[config.mk]
export PLATFORM = sky130hd
export DESIGN_NAME = booth_inverse_divider
export DESIGN_NICKNAME = d
export VERILOG_FILES = /design/src/rtl/booth_inverse_divider.sv
export SDC_FILE = /design/constraint.sdc
export NUM_CORES = 1
export LEC_CHECK = 0
export ABC_AREA = 1
export CAP_MARGIN = 25
export CORE_MARGIN = 5
export CORE_UTILIZATION = 40
export DETAILED_ROUTE_END_ITERATION = 8
export PLACE_DENSITY = 0.65
export SYNTH_ARGS = -nofsm -noshare
export SYNTH_HDL_FRONTEND = slang
export SYNTH_SLANG_ARGS = --single-unit
[constraint.sdc]
create_clock -name clock -period 2.9 [get_ports clock]
set_input_delay 0.87 -clock clock [delete_from_list [all_inputs] [get_ports clock]]
set_output_delay 0.87 -clock clock [all_outputs]
set_load 0.005 [all_outputs]
[src/rtl/booth_inverse_divider.sv]
// Sequential unsigned restoring divider: 2*WIDTH-bit dividend by WIDTH-bit divisor,
// one quotient bit per clock behind a start/busy/done handshake.
//
// state   | meaning
// IDLE    | waiting for start; operands latched on accept
// RUN     | one restoring iteration per clock, WIDTH iterations
// DONE    | result cycle; when entered straight from IDLE (busy still high) it
//         | first resolves the divide-by-zero / overflow result, then pulses done
module booth_inverse_divider #(
   parameter int WIDTH = 8
) (
   input  logic               clock,
   input  logic               reset,
   input  logic               start,
   input  logic [2*WIDTH-1:0] dividend,
   input  logic [WIDTH-1:0]   divisor,
   output logic               busy,
   output logic               done,
   output logic [WIDTH-1:0]   quotient,
   output logic [WIDTH-1:0]   remainder,
   output logic               div_by_zero,
   output logic               overflow
);

   localparam logic [1:0] ST_IDLE = 2'd0;
   localparam logic [1:0] ST_RUN  = 2'd1;
   localparam logic [1:0] ST_DONE = 2'd2;
   localparam int CW = (WIDTH > 1) ? $clog2(WIDTH) : 1;
   localparam logic [CW-1:0] CNT_LAST = CW'(WIDTH - 1);

   logic [1:0]       state_q, state_d;
   logic [CW-1:0]    cnt_q, cnt_d;
   logic [WIDTH-1:0] rem_q, rem_d;
   logic [WIDTH-1:0] shf_q, shf_d;
   logic [WIDTH-1:0] dvs_q, dvs_d;
   logic             busy_q, busy_d;
   logic             done_q, done_d;
   logic [WIDTH-1:0] quo_q, quo_d;
   logic [WIDTH-1:0] rmd_q, rmd_d;
   logic             dz_q, dz_d;
   logic             ovf_q, ovf_d;

   logic [WIDTH:0]   step_s;
   logic [WIDTH:0]   step_t;
   logic [WIDTH-1:0] rem_nx;
   logic [WIDTH-1:0] shf_nx;

   // The partial remainder always stays below the divisor, so its top bit is
   // implicitly zero and only WIDTH bits are stored.
   always_comb begin
      step_s = {rem_q, shf_q[WIDTH-1]};
      step_t = step_s - {1'b0, dvs_q};
      if (!step_t[WIDTH]) begin
         rem_nx = step_t[WIDTH-1:0];
         shf_nx = {shf_q[WIDTH-2:0], 1'b1};
      end else begin
         rem_nx = step_s[WIDTH-1:0];
         shf_nx = {shf_q[WIDTH-2:0], 1'b0};
      end
   end

   always_comb begin
      state_d = state_q;
      cnt_d   = cnt_q;
      rem_d   = rem_q;
      shf_d   = shf_q;
      dvs_d   = dvs_q;
      busy_d  = busy_q;
      done_d  = done_q;
      quo_d   = quo_q;
      rmd_d   = rmd_q;
      dz_d    = dz_q;
      ovf_d   = ovf_q;
      case (state_q)
         ST_IDLE: begin
            if (start) begin
               dvs_d  = divisor;
               rem_d  = dividend[2*WIDTH-1:WIDTH];
               shf_d  = dividend[WIDTH-1:0];
               cnt_d  = '0;
               dz_d   = 1'b0;
               ovf_d  = 1'b0;
               busy_d = 1'b1;
               if (divisor == '0 || dividend[2*WIDTH-1:WIDTH] >= divisor)
                  state_d = ST_DONE;
               else
                  state_d = ST_RUN;
            end
         end
         ST_RUN: begin
            rem_d = rem_nx;
            shf_d = shf_nx;
            cnt_d = cnt_q + 1'b1;
            if (cnt_q == CNT_LAST) begin
               quo_d   = shf_nx;
               rmd_d   = rem_nx;
               done_d  = 1'b1;
               busy_d  = 1'b0;
               state_d = ST_DONE;
            end
         end
         ST_DONE: begin
            if (busy_q) begin
               busy_d = 1'b0;
               done_d = 1'b1;
               quo_d  = '1;
               if (dvs_q == '0) begin
                  dz_d  = 1'b1;
                  rmd_d = shf_q;
               end else begin
                  ovf_d = 1'b1;
                  rmd_d = '0;
               end
            end else begin
               done_d  = 1'b0;
               state_d = ST_IDLE;
            end
         end
         default: state_d = ST_IDLE;
      endcase
   end

   always_ff @(posedge clock) begin
      if (reset) begin
         state_q <= ST_IDLE;
         cnt_q   <= '0;
         rem_q   <= '0;
         shf_q   <= '0;
         dvs_q   <= '0;
         busy_q  <= 1'b0;
         done_q  <= 1'b0;
         quo_q   <= '0;
         rmd_q   <= '0;
         dz_q    <= 1'b0;
         ovf_q   <= 1'b0;
      end else begin
         state_q <= state_d;
         cnt_q   <= cnt_d;
         rem_q   <= rem_d;
         shf_q   <= shf_d;
         dvs_q   <= dvs_d;
         busy_q  <= busy_d;
         done_q  <= done_d;
         quo_q   <= quo_d;
         rmd_q   <= rmd_d;
         dz_q    <= dz_d;
         ovf_q   <= ovf_d;
      end
   end

   assign busy        = busy_q;
   assign done        = done_q;
   assign quotient    = quo_q;
   assign remainder   = rmd_q;
   assign div_by_zero = dz_q;
   assign overflow    = ovf_q;

endmodule

==> flow_summary.yaml, run 1 <==
worst_setup_path:
  cpMostUsedCell: "o21ai_0"
  crit_arrival_ns: 2.43
  critical_path.max_fanout: 3
  critPathCaptureType: "flop"
  timing.critical_path.buf_inv: 2
  worstPathCellList: "clkdlybuf4s50_1 > inv_1 > ha_1 > a21oi_1 > o21ai_0 > nand2_1 > nand4_1 > o21ai_0 > and2_1"
  endpoint: "state_q[0]$_SDFFE_PP0P_"
  required_ns: 3.16
  critical_path.max_stage_delay_ns: 0.52
  startpoint: "divisor[1]"
  critical_path.top_delay_family: "buffers and inverters"
  regToRegStartpoint: "shf_q[7]$_SDFFE_PP0P_"
  start_kind: "primary input"
  crit_path_top_delay_cell: "clkdlybuf4s50_1"
  reg2reg_to: "rem_q[7]$_SDFFE_PP0P_"
  critical_path_depth: 9
  rrSetupSlack_ns: 0.80
  r2r_cells: 12
  path_class: "primary input to flop"
layout:
  n_antenna_cell: 0
  syn_to_final_growth_pct: 21.5
  final_common_cell: "a21oi_1"
  drive_gt1_share_pct: 9.63
  fin_area_sq_mm: 0.00366
  nNetsFinal: 506
  layout_common_cells: "64 x a21oi_1, 62 x nand2_1, 54 x inv_1"
global_routing:
  grt_busiest_layer: "met2"
  first_global_vias: 2905
  use_met2_pct: 28.5
  overflow: 0
  met1_usage_pct: 24.0
  grt_max_degree: 35
  grt_usage_pct: 17.5
  use_met3_pct: 3.17
  antenna_found_initial: 0
  grt_first_pass_wirelength_microns: 13900
placed_design:
  dp_hpwl_microns: 6310
  dpl_worst_slack_ns: 0.401
  placed_cell_area_sq_mm: 0.00356
  finalWeightedCongestion: 0.834
  port_buffers: 46
synth:
  async_flop_share_pct: 0
  ys_types: 35
  yosysTopAreaCellShare_pct: 32.5
  postSynthAreaPerCell_sq_um: 7.33
  ys_dominant_reg_cell: "dfxtp_1"
  yosys.area.top_type: "dfxtp_1"
  syn_inst: 411
  synth_nets: 461
  netlist_area_sq_mm: 0.00301
  synth_edf_count: 0
  yosysWarnings: 0
  ys_seq_area_share_pct: 32.5
  ys_ff_latch: 49
  synth.area.top_cells: "dfxtp_1 33%, a21oi_1 11%, ha_1 9.1%, nand2_1 7.7%, o21ai_0 7.0%"
power:
  p_leak_nw: 1.56
  ir_drop_mv: 0.421
  p_per_area_mw_per_mm2: 1090
floorplanning:
  start_util_pct: 41.3
  die_h_microns: 96.8
  io_pins: 47
  die_w_microns: 96.8
  die_area_sq_mm: 0.00937
  core_sq_mm: 0.00729
  row_count: 31
clock_network:
  clock_path_buffers: 2
  cts_sinks: 49
  post_cts_resized: 0
  root_buffer: "clkbuf_8"
  post-cts-setup-buffers: 0
  ctsHoldBuffers: 0
  cts_buffers: 5
  cts_tree: "built"
  htreeDepth: 2
  clk_pin_slew_ns: 0.10
  clock_latency_ns: 0.31
timing:
  setup_viol: 0
  fmax_mhz: 463
  rsz0062_at_grt: "no"
  hold_viol: 0
  slew_violations: 0
  setup_ws_ns: 0.739
  tightestPinTransition_ns: 0.423
  period_share_pct: 74.5
  final.setup.tns_ns: 0
  period_minus_slack_ns: 2.16
  relSlewSlack_pct: 71.7
  fin_skew_ns: 0.00847
detailed_routing:
  routed_wl_microns: 8110
  postRouteAntennaNets: 0
  drcViolationCount: 0
  first_iter_violations: 169
  firstDrtPassIters: 5
  vias_per_cell: 5.20
  vias: 2890
  routedWlPerCell_microns: 14.6
outcome:
  outcome: "complete, no violations"
min_path:
  hold_class: "flop to flop"
job:
  drv_cap: 0
-- through the flow --
stage	total power [W]	instances	utilization (%)	hold WS (ns)
after detailed placement	0.00354	548	48.9	0.441
after CTS	0.00400	556	50.2	0.456
after floorplan	0.00286	411	-	0.442
final	0.00399	556	50.2	0.452
after global routing	0.00435	556	50.2	0.491
after global placement	0.00350	548	48.9	0.441
-- worst min-delay path, stage by stage (launching register included) --
cell and delay, ns:
dfxtp_1 0.32, inv_1 0.05, a21oi_1 0.05
-- state kept, by name (all words and copies together), names as in the netlist --
signal       cells
div_by_zero      1
cnt_q            3
rem_q            8
quotient         8
overflow         1
shf_q            8
remainder        8
done             1
busy             1
state_q          2
dvs_q            8
-- power breakdown --
part / switching [W] / internal (W) / leakage (nW)
Clock: 0.000269 / 0.000183 / 0.0511
Combinational: 0.00154 / 0.000925 / 1.11
Sequential: 0.000163 / 0.000905 / 0.403
Total: 0.00198 / 0.00201 / 1.56
-- logic make-up after synthesis --
kind of cell / after synthesis / share of synthesized area, %
DFF: 49 / 32.5
xor gates and xnor gates: 1 / 0.291
buffers and inverters: 72 / 10.3
and+or+nand+nor: 149 / 25.9
AOI/OAI and AO/OA: 117 / 21.2
adders and majority gates: 23 / 9.80
-- synth_stat cells (4+ instances only) --
master,number
o21ai_0,42
nand2_1,62
nand3b_1,6
ha_1,22
clkbuf_1,8
a21oi_2,4
nor2_1,20
a21oi_1,64
dfxtp_1,49
inv_1,54
nand2_2,5
nand3_1,32
nand3_2,6
-- metal layers --
metal	wire length, microns	up-vias	part of all wire [%]
met5	0	-	0
met4	53	0	0.65
met3	476	4	5.9
met2	3670	92	45
met1	3910	1324	48
li1	-	1470	-
-- layout make-up --
cell class	count	area, sq um
fillers	754	3630
multi-input cells	290	1720
flip-flops and latches	49	981
repair buffers	52	505
inverters	58	233
well taps	99	124
clock buffers	5	68.8
clock inverters	3	28.8
-- worst min path at each step --
stage,start,endpoint,slack (ns),cells after the start
2_1_floorplan,div_by_zero$_SDFFE_PP0P_,div_by_zero$_SDFFE_PP0P_,0.44,2
3_3_place_gp,div_by_zero$_SDFFE_PP0P_,div_by_zero$_SDFFE_PP0P_,0.44,2
3_5_place_dp,div_by_zero$_SDFFE_PP0P_,div_by_zero$_SDFFE_PP0P_,0.44,2
4_1_cts,div_by_zero$_SDFFE_PP0P_,div_by_zero$_SDFFE_PP0P_,0.46,2
5_1_grt,div_by_zero$_SDFFE_PP0P_,div_by_zero$_SDFFE_PP0P_,0.49,2
6_report,div_by_zero$_SDFFE_PP0P_,div_by_zero$_SDFFE_PP0P_,0.45,2
(Power assumes the default switching activity.)
==> inputs of run 2 (changes only) <==
--- a/config.mk
+++ b/config.mk
@@ -10,7 +10,7 @@
 export CORE_MARGIN = 5
 export CORE_UTILIZATION = 40
 export DETAILED_ROUTE_END_ITERATION = 8
-export PLACE_DENSITY = 0.65
+export PLACE_DENSITY = 0.68
 export SYNTH_ARGS = -nofsm -noshare
 export SYNTH_HDL_FRONTEND = slang
 export SYNTH_SLANG_ARGS = --single-unit
==> constraint.sdc (replaced) <==
create_clock -name clock -period 1.9 [get_ports clock]
set_input_delay 0.57 -clock clock [delete_from_list [all_inputs] [get_ports clock]]
set_output_delay 0.57 -clock clock [all_outputs]
set_load 0.005 [all_outputs]
==> run 2 against run 1 <==
  * The flow now finishes with violations (negative setup slack)
  * Non-clock buffer count up 42
  * Combinational power grew 86%
  * Flip-flop and latch count unchanged
  * Clock skew barely moved
  * Critical path type is now flop to flop
  * Critical path depth increased by 2
  * Sequential power is 53% higher
  * Sequential share of layout area down 3.0 points
  * Total power grew 73%
  * Register-to-register slack worse by 0.82 ns
  * Setup slack got worse by 0.76 ns
  * Cell count is 7.7% higher
==> flow_summary.yaml, run 2 (synthesized netlist as in run 1, its figures left out) <==
outcome:
  outcome: "finished, violations left"
  violations: "negative setup slack"
global_routing:
  grt_max_degree: 35
  antenna_found_initial: 0
  first_global_vias: 2968
  grt_usage_pct: 18.9
  overflow: 0
  grt_first_pass_wirelength_microns: 14800
power:
  ir_drop_mv: 0.554
  power_frac_seq_pct: 23.9
  internal_power_w: 0.00354
  swShare_pct: 48.6
  power_w: 0.00688
  combinationalPowerShare_pct: 66.8
  clkPwrFrac_pct: 9.3
  p_leak_nw: 1.79
  p_switching_w: 0.00334
  p_per_area_mw_per_mm2: 1670
worst_setup_path:
  critical_path.max_stage_delay_ns: 0.35
  crit_path_top_delay_cell: "dfxtp_1"
  critical_path.max_fanout: 8
  path_class: "flop to flop"
  critPathCaptureType: "flop"
  worstPathCellList: "inv_1 > ha_1 > nand2_2 > inv_1 > a21oi_4 > nand2_4 > nand2_8 > nand2_8 > o21ai_2 > nand3_1 > a21oi_2"
  start_kind: "flop"
  required_ns: 2.14
  crit_arrival_ns: 2.16
clock_network:
  cts_tree: "built"
  cts_sinks: 49
  root_buffer: "clkbuf_8"
  clock_path_buffers: 2
  clk_pin_slew_ns: 0.09
  clock_latency_ns: 0.31
  cts_buffers: 5
  ctsHoldBuffers: 0
  htreeDepth: 2
detailed_routing:
  vias_per_cell: 5.20
  first_iter_violations: 214
  routedWlPerCell_microns: 15.0
  routed_wl_microns: 8970
  firstDrtPassIters: 4
  vias: 3117
  postRouteAntennaNets: 0
  drcViolationCount: 0
placed_design:
  dp_hpwl_microns: 6590
  dpl_worst_slack_ns: -0.274
  port_buffers: 46
  finalWeightedCongestion: 0.930
timing:
  worst_hold_slack_ns: 0.451
  setup_ws_ns: -0.0184
  hold_viol: 0
  period_minus_slack_ns: 1.92
  final.setup.tns_ns: -0.0184
  slew_violations: 0
  fmax_mhz: 521
  setup_viol: 1
  period_share_pct: 101
  rsz0062_at_grt: "yes"
  tightestPinTransition_ns: 0.441
  fin_skew_ns: 0.00816
  relSlewSlack_pct: 70.5
floorplanning:
  die_area_sq_mm: 0.00937
  die_h_microns: 96.8
  core_sq_mm: 0.00729
  row_count: 31
  die_w_microns: 96.8
  start_util_pct: 41.3
  io_pins: 47
layout:
  layout_common_cells: "58 x a21oi_1, 57 x nand2_1, 52 x inv_1"
  final_common_cell: "a21oi_1"
  nFillCells: 729
  n_antenna_cell: 0
  syn_to_final_growth_pct: 37.2
  final_core_util_pct: 56.7
  nNetsFinal: 549
  drive_gt1_share_pct: 22.4
min_path:
  hold_class: "flop to flop"
job:
  drv_cap: 0
## run 2: worst paths after layout
path | from | end | slack, ns | cells after the start
max | dvs_q[6]$_SDFFE_PP0P_ | rem_q[2]$_SDFFE_PP0P_ | -0.02 | 11
min | div_by_zero$_SDFFE_PP0P_ | div_by_zero$_SDFFE_PP0P_ | 0.45 | 2
max reg2reg | dvs_q[6]$_SDFFE_PP0P_ | rem_q[2]$_SDFFE_PP0P_ | -0.02 | 11
min reg2reg | div_by_zero$_SDFFE_PP0P_ | div_by_zero$_SDFFE_PP0P_ | 0.45 | 2
## run 2: timing repair
item,in CTS,in global routing
pin swaps,14,14
buffers inserted,4,0
gates cloned,1,0
hold endpoints to repair,0,0
resized for setup,17,20
endpoints found under the setup margin,17,18
## run 2: per-stage QoR
stage | std cells | instance area (sq um)
2_1_floorplan | 411 | 3010
3_3_place_gp | 586 | 3860
3_5_place_dp | 586 | 3860
4_1_cts | 599 | 4050
5_1_grt | 599 | 4130
6_report | 599 | 4130
## run 2: area by class of cell
cell class                      count  area [sq um]  area share, %
Inverter                           58           233           5.63
Multi-Input combinational cell    291          1870           45.2
Tap cell                           99           124           3.00
Sequential cell                    49           985           23.8
Timing Repair Buffer               94           840           20.3
Clock buffer                        6          72.6           1.76
Clock inverter                      2          13.8          0.333
## run 2: power by group through the flow
stage | clock network, W | registers, W | logic [W]
floorplan | 0 | 0.00159 | 0.00276
global placement | 0 | 0.00163 | 0.00404
detailed placement | 0 | 0.00164 | 0.00408
CTS | 0.000650 | 0.00164 | 0.00438
global route | 0.000701 | 0.00169 | 0.00505
finish | 0.000638 | 0.00164 | 0.00460
## run 2: metal layers
metal  part of all wire (%)  up-vias  wire [microns]  GRT usage (%)
met5                      0        -               0              0
met4                    1.3        0             115           6.05
met3                    5.7        8             507           3.09
met2                     47      105            4190           30.7
met1                     46     1442            4160           25.6
li1                       -     1562               -              -
## run 2: worst max-delay path, delay by kind of cell, from the launching register on
kind,cells,cell delay [ns]
buffers and inverters,2,0.15
AOI/OAI and AO/OA,3,0.50
adders and majority gates,1,0.30
and+or+nand+nor,5,0.55
DFF,1,0.35
